===== src/rtl/paddle_adc_pkg.sv =====
// Shared types and helpers for the paddle potentiometer ADC sampler.
package paddle_adc_pkg;

  typedef enum logic [2:0] {
    IDLE,
    SETUP,
    SHIFT,
    HOLD,
    DONE
  } adc_state_t;

  localparam int ADC_FRAME_BITS  = 16;
  localparam int ADC_RESULT_BITS = 10;
  localparam int SAMPLE_BITS     = 8;

  // MCP3002 command word, MSB first: pad, start, single-ended, odd/sign, MSBF, then don't-care.
  function automatic logic [ADC_FRAME_BITS-1:0] adc_cmd(input logic channel);
    return {1'b0, 1'b1, 1'b1, channel, 1'b1, 11'b0};
  endfunction

endpackage


===== src/rtl/paddle_adc_sampler_if.sv =====
// SPI pins toward the ADC plus the sample stream toward the paddle filters.
interface paddle_adc_sampler_if;
  import paddle_adc_pkg::*;

  logic                   adc_cs_n;
  logic                   adc_sclk;
  logic                   adc_mosi;
  logic                   adc_miso;
  logic [SAMPLE_BITS-1:0] sample;
  logic                   sample_ch;
  logic                   sample_latch;

  modport master (
    output adc_cs_n, adc_sclk, adc_mosi, sample, sample_ch, sample_latch,
    input  adc_miso
  );

  modport slave (
    input  adc_cs_n, adc_sclk, adc_mosi, sample, sample_ch, sample_latch,
    output adc_miso
  );

endinterface


===== src/rtl/sync_2ff.sv =====
// Generic single-bit two-flop synchroniser, clears to 0 on reset.
module sync_2ff (
  input  logic clk,
  input  logic rst_n,
  input  logic d,
  output logic q
);

  logic meta;

  // Two back-to-back flops to settle metastability from the asynchronous input.
  always_ff @(posedge clk or negedge rst_n) begin
    if (!rst_n) begin
      meta <= 1'b0;
      q    <= 1'b0;
    end else begin
      meta <= d;
      q    <= meta;
    end
  end

endmodule


===== src/rtl/paddle_adc_sampler.sv =====
// Periodic round-robin SPI reader for the paddle potentiometer ADC.
//
// state | meaning
// IDLE  | waiting for the period counter to wrap
// SETUP | CS low, first command bit on MOSI, SCLK low
// SHIFT | 16 SCLK periods, command out on MOSI, result in from MISO
// HOLD  | CS still low, SCLK low, before releasing CS
// DONE  | publish the sample and advance the channel
module paddle_adc_sampler
  import paddle_adc_pkg::*;
#(
  parameter int CLK_DIV       = 4,
  parameter int SAMPLE_PERIOD = 2048,
  parameter int NUM_CHANNELS  = 2
) (
  input  logic                  clk,
  input  logic                  reset_n,
  paddle_adc_sampler_if.master  bus
);

  localparam int DIV_W = $clog2(CLK_DIV);
  localparam int PER_W = $clog2(SAMPLE_PERIOD);
  localparam logic [DIV_W-1:0] DIV_LAST = DIV_W'(CLK_DIV - 1);
  localparam logic [PER_W-1:0] PER_LAST = PER_W'(SAMPLE_PERIOD - 1);

  if (CLK_DIV < 3) begin : g_bad_clk_div
    $error("paddle_adc_sampler: CLK_DIV must be >= 3");
  end
  if (SAMPLE_PERIOD <= CLK_DIV * 34 + 2) begin : g_bad_period
    $error("paddle_adc_sampler: SAMPLE_PERIOD shorter than a conversion");
  end
  if (NUM_CHANNELS < 1 || NUM_CHANNELS > 2) begin : g_bad_channels
    $error("paddle_adc_sampler: NUM_CHANNELS must be 1 or 2");
  end

  adc_state_t                 state;
  logic [PER_W-1:0]           per_cnt;
  logic [DIV_W-1:0]           div_cnt;
  logic [3:0]                 bit_idx;
  logic                       sclk_high;
  logic [ADC_RESULT_BITS-1:0] shreg;
  logic                       channel;
  logic                       miso_sync;
  logic [ADC_FRAME_BITS-1:0]  cmd;

  assign cmd = adc_cmd(channel);

  sync_2ff u_miso_sync (
    .clk   (clk),
    .rst_n (reset_n),
    .d     (bus.adc_miso),
    .q     (miso_sync)
  );

  // Free-running conversion period counter; a frame starts when it reads 0.
  always_ff @(posedge clk or negedge reset_n) begin
    if (!reset_n) begin
      per_cnt <= '0;
    end else if (per_cnt == PER_LAST) begin
      per_cnt <= '0;
    end else begin
      per_cnt <= per_cnt + 1'b1;
    end
  end

  // Frame sequencer with registered SPI pins and sample outputs.
  always_ff @(posedge clk or negedge reset_n) begin
    if (!reset_n) begin
      state            <= IDLE;
      div_cnt          <= '0;
      bit_idx          <= '0;
      sclk_high        <= 1'b0;
      shreg            <= '0;
      channel          <= 1'b0;
      bus.adc_cs_n     <= 1'b1;
      bus.adc_sclk     <= 1'b0;
      bus.adc_mosi     <= 1'b0;
      bus.sample       <= '0;
      bus.sample_ch    <= 1'b0;
      bus.sample_latch <= 1'b0;
    end else begin
      bus.sample_latch <= 1'b0;
      case (state)
        IDLE: begin
          if (per_cnt == '0) begin
            state        <= SETUP;
            div_cnt      <= '0;
            bus.adc_cs_n <= 1'b0;
            bus.adc_sclk <= 1'b0;
            bus.adc_mosi <= cmd[ADC_FRAME_BITS-1];
          end
        end
        SETUP: begin
          if (div_cnt == DIV_LAST) begin
            state     <= SHIFT;
            div_cnt   <= '0;
            bit_idx   <= 4'(ADC_FRAME_BITS - 1);
            sclk_high <= 1'b0;
          end else begin
            div_cnt <= div_cnt + 1'b1;
          end
        end
        SHIFT: begin
          if (div_cnt != DIV_LAST) begin
            div_cnt <= div_cnt + 1'b1;
          end else begin
            div_cnt <= '0;
            if (!sclk_high) begin
              sclk_high    <= 1'b1;
              bus.adc_sclk <= 1'b1;
            end else begin
              // Capture at the very end of the high phase, then fall into the next bit.
              sclk_high    <= 1'b0;
              bus.adc_sclk <= 1'b0;
              shreg        <= {shreg[ADC_RESULT_BITS-2:0], miso_sync};
              if (bit_idx == 4'd0) begin
                state <= HOLD;
              end else begin
                bit_idx      <= bit_idx - 4'd1;
                bus.adc_mosi <= cmd[bit_idx - 4'd1];
              end
            end
          end
        end
        HOLD: begin
          if (div_cnt == DIV_LAST) begin
            state        <= DONE;
            div_cnt      <= '0;
            bus.adc_cs_n <= 1'b1;
          end else begin
            div_cnt <= div_cnt + 1'b1;
          end
        end
        DONE: begin
          state            <= IDLE;
          bus.sample       <= shreg[ADC_RESULT_BITS-1:ADC_RESULT_BITS-SAMPLE_BITS];
          bus.sample_ch    <= channel;
          bus.sample_latch <= 1'b1;
          channel          <= (NUM_CHANNELS == 1) ? 1'b0 : ~channel;
        end
        default: state <= IDLE;
      endcase
    end
  end

endmodule

===== src/flat_wrapper.sv =====
// flat-port wrapper written by rule: the top's interface ports become plain ports
module paddle_adc_sampler_flat import paddle_adc_pkg::*;
#(
  parameter int CLK_DIV       = 4,
  parameter int SAMPLE_PERIOD = 2048,
  parameter int NUM_CHANNELS  = 2
)
  (clk, reset_n, bus_adc_cs_n, bus_adc_sclk, bus_adc_mosi, bus_sample, bus_sample_ch, bus_sample_latch, bus_adc_miso);
  paddle_adc_sampler_if bus_i ();
  input  logic clk;
  input  logic reset_n;
  output wire logic [$bits(bus_i.adc_cs_n)-1:0] bus_adc_cs_n;
  output wire logic [$bits(bus_i.adc_sclk)-1:0] bus_adc_sclk;
  output wire logic [$bits(bus_i.adc_mosi)-1:0] bus_adc_mosi;
  output wire logic [$bits(bus_i.sample)-1:0] bus_sample;
  output wire logic [$bits(bus_i.sample_ch)-1:0] bus_sample_ch;
  output wire logic [$bits(bus_i.sample_latch)-1:0] bus_sample_latch;
  input wire logic [$bits(bus_i.adc_miso)-1:0] bus_adc_miso;
  assign bus_adc_cs_n = bus_i.adc_cs_n;
  assign bus_adc_sclk = bus_i.adc_sclk;
  assign bus_adc_mosi = bus_i.adc_mosi;
  assign bus_sample = bus_i.sample;
  assign bus_sample_ch = bus_i.sample_ch;
  assign bus_sample_latch = bus_i.sample_latch;
  assign bus_i.adc_miso = bus_adc_miso;
  paddle_adc_sampler #(.CLK_DIV(CLK_DIV), .SAMPLE_PERIOD(SAMPLE_PERIOD), .NUM_CHANNELS(NUM_CHANNELS)) u_core (.clk(clk), .reset_n(reset_n), .bus(bus_i));
endmodule

===== config.mk =====
export PLATFORM = sky130hd
export DESIGN_NAME = paddle_adc_sampler_flat
export DESIGN_NICKNAME = d
export VERILOG_FILES = /design/src/rtl/paddle_adc_pkg.sv /design/src/rtl/paddle_adc_sampler_if.sv /design/src/rtl/sync_2ff.sv /design/src/rtl/paddle_adc_sampler.sv /design/src/flat_wrapper.sv
export SDC_FILE = /design/constraint.sdc
export NUM_CORES = 1
export LEC_CHECK = 0
export CAP_MARGIN = 20
export CORE_MARGIN = 2
export CORE_UTILIZATION = 62
export DETAILED_ROUTE_END_ITERATION = 6
export PLACE_DENSITY = 0.94
export RECOVER_POWER = 50
export SLEW_MARGIN = 20
export SYNTH_ARGS = -nofsm -noshare
export SYNTH_HDL_FRONTEND = slang
export SYNTH_SLANG_ARGS = --single-unit

===== constraint.sdc =====
create_clock -name clk -period 2.4 [get_ports clk]
set_input_delay 0.36 -clock clk [delete_from_list [all_inputs] [get_ports clk]]
set_output_delay 0.36 -clock clk [all_outputs]
set_load 0.05 [all_outputs]

Yosys cells after proc, flatten, opt, wreduce, memory -nomap -nowiden. Index checks and enable logic that the tools add are counted.

$add $sub $neg: 3. Order comparisons: 1. Multiplexer cells: 32. Equal/unequal tests: 14. Reduce and logical (&&, ||, !) cells: 16. Bitwise logic cells: 2.

Operators with widths (count): $mux 3 (6); $mux 4 (4); $pmux 3 s4 (1); $reduce_and 3->1 (4); $add 11x1->11 const B (1); $eq 11x11->1 const B (1); $logic_not 11->1 (1); $mux 11 (1); $mux 1 (10); $ne 2x1->1 const B (5); $reduce_and 5->1 (2); $pmux 1 s2 (4); $pmux 4 s2 (1); $eq 3x2->1 const B (2); $mux 2 (3); $ne 2x2->1 const B (3); $pmux 2 s3 (1); $reduce_and 6->1 (1); $reduce_bool 2->1 (3); $lt 4x5->1 const B (1); $bmux 1 s4 (1); $logic_not 4->1 (1); $sub 4x1->4 const B (1); $eq 3x1->1 const B (1); 8 further kinds (9).

Output and inout bits: 13. Logic and storage cells: 83. Bits of input ports: 3. Flip-flop bits (word level): 47.

Logic depth before layout (Yosys ltp).
Depth after elaboration: 7. Depth in mapped cells: 7. Gate-level depth less buffers: 6.

By module. Synthesis repeated with hierarchy kept, for this count alone.

Cells, all modules: 181. Area total of the unflattened synthesis: 2109.5 µm².

By module, submodules not included: paddle_adc_sampler (area an instance 2059.5 µm², cells an instance 179, instances 1, sequential area each 1127.3 µm²); sync_2ff (area an instance 50.0 µm², cells an instance 2, instances 1, sequential area each 50.0 µm²).

Least setup slack after synthesis. OpenSTA, ideal clock, no wires.

Kind: register -> register. Start point: register u_core.div_cnt[0]. End point: register u_core.bus.adc_mosi. Library setup time: 125 ps. Path buffers: 1. Cell stages (with the launch flop): 7. Data arrival time: 1543 ps. Path slack: 732 ps. Required time: 2275 ps. Clock period less this slack: 1668 ps. Cell sequence: dfrtp_1 -> ha_1 -> nand2b_4 -> or2_1 -> buf_6 -> o22ai_1 -> mux2_2.

Cells in the longest elaborated chain, start to end: 3.

RTL lines: start, declared (RTL line paddle_adc_sampler.sv:38) `logic [DIV_W-1:0] div_cnt;`; start signal, assigned (RTL line paddle_adc_sampler.sv:100) `div_cnt <= div_cnt + 1'b1;`; start signal, assigned (RTL line paddle_adc_sampler.sv:105) `div_cnt <= div_cnt + 1'b1;`; start signal, assigned (RTL line paddle_adc_sampler.sv:131) `div_cnt <= div_cnt + 1'b1;`; $ne 2x2->1 (RTL line paddle_adc_sampler.sv:104) `if (div_cnt != DIV_LAST) begin`; $ne 2x2->1 (no line); $reduce_and 5->1 (no line); end signal, assigned (RTL line paddle_adc_sampler.sv:90) `bus.adc_mosi <= cmd[ADC_FRAME_BITS-1];`; end signal, assigned (RTL line paddle_adc_sampler.sv:120) `bus.adc_mosi <= cmd[bit_idx - 4'd1];`; end, declared (RTL line paddle_adc_sampler_if.sv:14) `output adc_cs_n, adc_sclk, adc_mosi, sample, sample_ch, sample_latch,`.

No other way between the ends. A chain may end at the register's enable or synchronous reset.

Worst setup path after layout.
Start point: register u_core.bus.adc_cs_n. End point: output port bus_adc_cs_n.

RTL lines: start, declared (RTL line paddle_adc_sampler_if.sv:14); start signal, assigned (RTL line paddle_adc_sampler.sv:75) `bus.adc_cs_n <= 1'b1;`; start signal, assigned (RTL line paddle_adc_sampler.sv:88) `bus.adc_cs_n <= 1'b0;`; start signal, assigned (RTL line paddle_adc_sampler.sv:129) `bus.adc_cs_n <= 1'b1;`; end, declared (RTL line flat_wrapper.sv:12) `output wire logic [$bits(bus_i.adc_cs_n)-1:0] bus_adc_cs_n;`.

No word-level cell between the ends.

==> results.py <==
metrics = {
    "layout": {
        "fin_nets": 203,
        "drive_above_1_share": 0.173,
        "antenna_cells": 0,
        "multiInputGateArea_sq_um": 860,
        "register_area_sq_um": 1180,
        "fillers": 241,
        "synthToLayoutAreaGrowth_pct": 11.7,
    },
    "setup_path": {
        "required_ps": 2040,
        "cpPeakStageDelay_ps": 790,
        "path_buf_inv": 1,
        "critical_path_class": "register to output pin",
        "path_cells": "clkdlybuf4s50_1",
        "critPathSlowestCell": "clkdlybuf4s50_1",
        "arrival_ps": 1700,
        "cp_top_family": "buffers and inverters",
        "cp-start-kind": "register",
        "end_kind": "output pin",
        "path_max_fanout": 2,
    },
    "timing": {
        "period_needed_ps": 2060,
        "post-route-period-util": 0.856,
        "final-max-slew-violation-count": 0,
        "setup_viol": 0,
        "fmax_ghz": 0.486,
        "finalHoldViolCount": 0,
        "worst_pin_slew_ps": 1160,
        "tns_ps": 0,
        "skew_ps": 9.39,
        "relSlewSlack": 0.226,
        "grt_setup_unrepaired": "false",
    },
    "synthesis": {
        "synth.area.top_cells": "dfrtp_1 (54%), mux2_2 (6.8%), mux2_4 (4.9%)",
        "ys.flop_type": "dfrtp_1",
        "yosys-top-cells-count": "dfrtp_1 (46), nor2_1 (14), mux2_2 (13), inv_1 (12), o21ai_0 (10)",
        "yosysMostFrequentCell": "dfrtp_1",
        "synth_nets": 185,
        "netlist_instances": 177,
        "synth_top_area_cell": "dfrtp_1",
        "synth_area_sq_um": 2140,
        "ys_warn_count": 0,
        "ys_ff_latch": 47,
        "ys_seq_area_frac": 0.550,
        "ys_types": 42,
        "synth_top_area_frac": 0.537,
        "synth-edff-count": 0,
        "async_flop_share": 1.00,
        "syn_avg_cell_area_sq_um": 12.1,
    },
    "run_status": {
        "status": "completed",
    },
    "placement": {
        "dpl.hpwl_microns": 2770,
        "globalplace.congestion": 0.852,
        "io_buffers": 15,
    },
    "detailed_routing": {
        "firstDrtPassIters": 4,
        "antenna_left": 0,
        "totalWireLength_microns": 3860,
        "viasPerCell": 5.75,
        "num_vias": 1391,
        "drcViolationCount": 0,
        "wl_per_cell_microns": 15.9,
        "drt_iter0_markers": 57,
    },
    "clock_network": {
        "ctsLongestPathBuffers": 2,
        "cts_tree": "built",
        "cts_resized": 0,
        "clk-insertion-delay-late_ps": 360,
        "numCtsBuffers": 5,
        "root_buffer": "clkbuf_4",
        "clock-sinks": 47,
        "cts-htree-levels": 2,
        "path_clk_slew_ps": 140,
    },
    "global_routing": {
        "grt_use_met1": 0.261,
        "antenna_found_initial": 0,
        "grt_pass1_wl_microns": 6790,
        "grt_pass1_vias": 1501,
        "track_usage": 0.223,
        "grt-ovfl-total": 0,
        "grt_busiest_layer": "met2",
        "grtUsageMet2": 0.390,
        "grt_use_met3": 0.0432,
        "grt_max_degree": 27,
    },
    "power_and_ir_drop": {
        "powerDensity_nw_per_um2": 546,
        "power_frac_seq": 0.613,
        "netSwitchingPower_uw": 276,
        "p_clk_frac": 0.368,
        "p_comb_frac": 0.018,
        "ir_drop_uv": 445,
        "p_int_uw": 1030,
        "totalPowerFinal_uw": 1310,
        "p_leak_uw": 0.00113,
        "p_sw_frac": 0.211,
    },
    "die": {
        "core-area_sq_um": 3340,
        "die_area_sq_um": 3940,
        "die_w_microns": 62.8,
        "start_util": 0.642,
        "pin_count": 16,
        "die_h_microns": 62.8,
        "rows": 21,
    },
    "min_path": {
        "hp-class": "register to register",
    },
    "job": {
        "max-cap-violations": 0,
    },
}
[logic make-up after synthesis]
kind of cell | after synthesis | share of synthesized area
and+or+nand+nor | 49 | 0.127
adders and majority gates | 5 | 0.0292
AOI/OAI and AO/OA | 24 | 0.0742
xor gates and xnor gates | 13 | 0.0532
DFF | 47 | 0.550
buffers and inverters | 19 | 0.0491
muxes | 20 | 0.117
[layer usage]
layer | vias up | routed length [microns]
met5 | - | 0
met3 | 12 | 111
met2 | 34 | 2040
met4 | 0 | 114
met1 | 689 | 1590
li1 | 656 | -
[layout by cell type, fill, tap and decap left out, types with 2 or more instances in the layout]
master	netlist	final
o21ai_0	10	10
ha_1	5	5
inv_1	12	12
nor3_1	3	3
clkdlybuf4s50_1	0	13
dfrtp_1	46	46
nand3_1	4	4
nand3b_1	2	2
buf_4	0	2
nand2_1	7	7
xor2_1	5	5
nor2_1	14	14
nand4_1	2	2
clkbuf_4	0	5
o22a_1	3	3
o211ai_1	3	3
mux2_2	13	13
mux2_4	7	7
xnor2_1	8	8
a21oi_1	2	2
nor4_1	3	3
dlygate4sd3_1	0	2
or3_1	2	2
[flip-flops by register name, summed over array words and instances, names as in the netlist, 2 cells and up]
register           count
u_core.per_cnt        11
u_core.shreg          10
u_core.bus.sample      8
u_core.bit_idx         4
u_core.state           3
u_core.div_cnt         2
[metrics by stage]
step,utilization,std cells,hold slack [ps],cell area (sq um),setup WS (ps)
floorplan,-,177,64.4,2140,732
global placement,0.689,233,331,2300,699
detailed placement,0.689,233,346,2300,522
CTS,0.718,242,378,2390,330
global route,0.717,242,390,2390,279
finish,0.717,242,377,2390,344
[area by class of cell]
type,instances,share of cell area
Multi-Input combinational cell,111,0.359
Tap cell,46,0.0240
Clock buffer,5,0.0157
Inverter,12,0.0188
Clock inverter,3,0.0199
Sequential cell,47,0.492
Timing Repair Buffer,18,0.0706
[final timing paths]
path / from / endpoint / slack, ps / depth (start not counted)
setup / recovery: u_core.bus.adc_cs_n / bus_adc_cs_n / 340 / 1
max in group asynchronous: reset_n / u_core.per_cnt[9] / 710 / 3
min in group asynchronous: reset_n / u_core.bit_idx[0] / 730 / 2
setup reg to reg: u_core.bit_idx[0] / u_core.bit_idx[2] / 410 / 6
hold reg to reg: u_core.u_miso_sync.meta / u_core.u_miso_sync.q / 380 / 0
hold / removal: u_core.u_miso_sync.meta / u_core.u_miso_sync.q / 380 / 0
[timing repair]
| item | 4_1_cts | 5_1_grt |
|---|---|---|
| hold buffers | 1 | 0 |
| buffers inserted | 0 | 0 |
| hold endpoints to repair | 20 | 0 |
[power by group through the flow]
stage               sequential (uW)  clock, uW  combinational (uW)
floorplan                       815          0                4.75
global placement                816          0                23.0
detailed placement              816          0                24.9
CTS                             802        488                26.3
global route                    802        525                28.2
finish                          802        481                24.1
(Power assumes the default switching activity.)
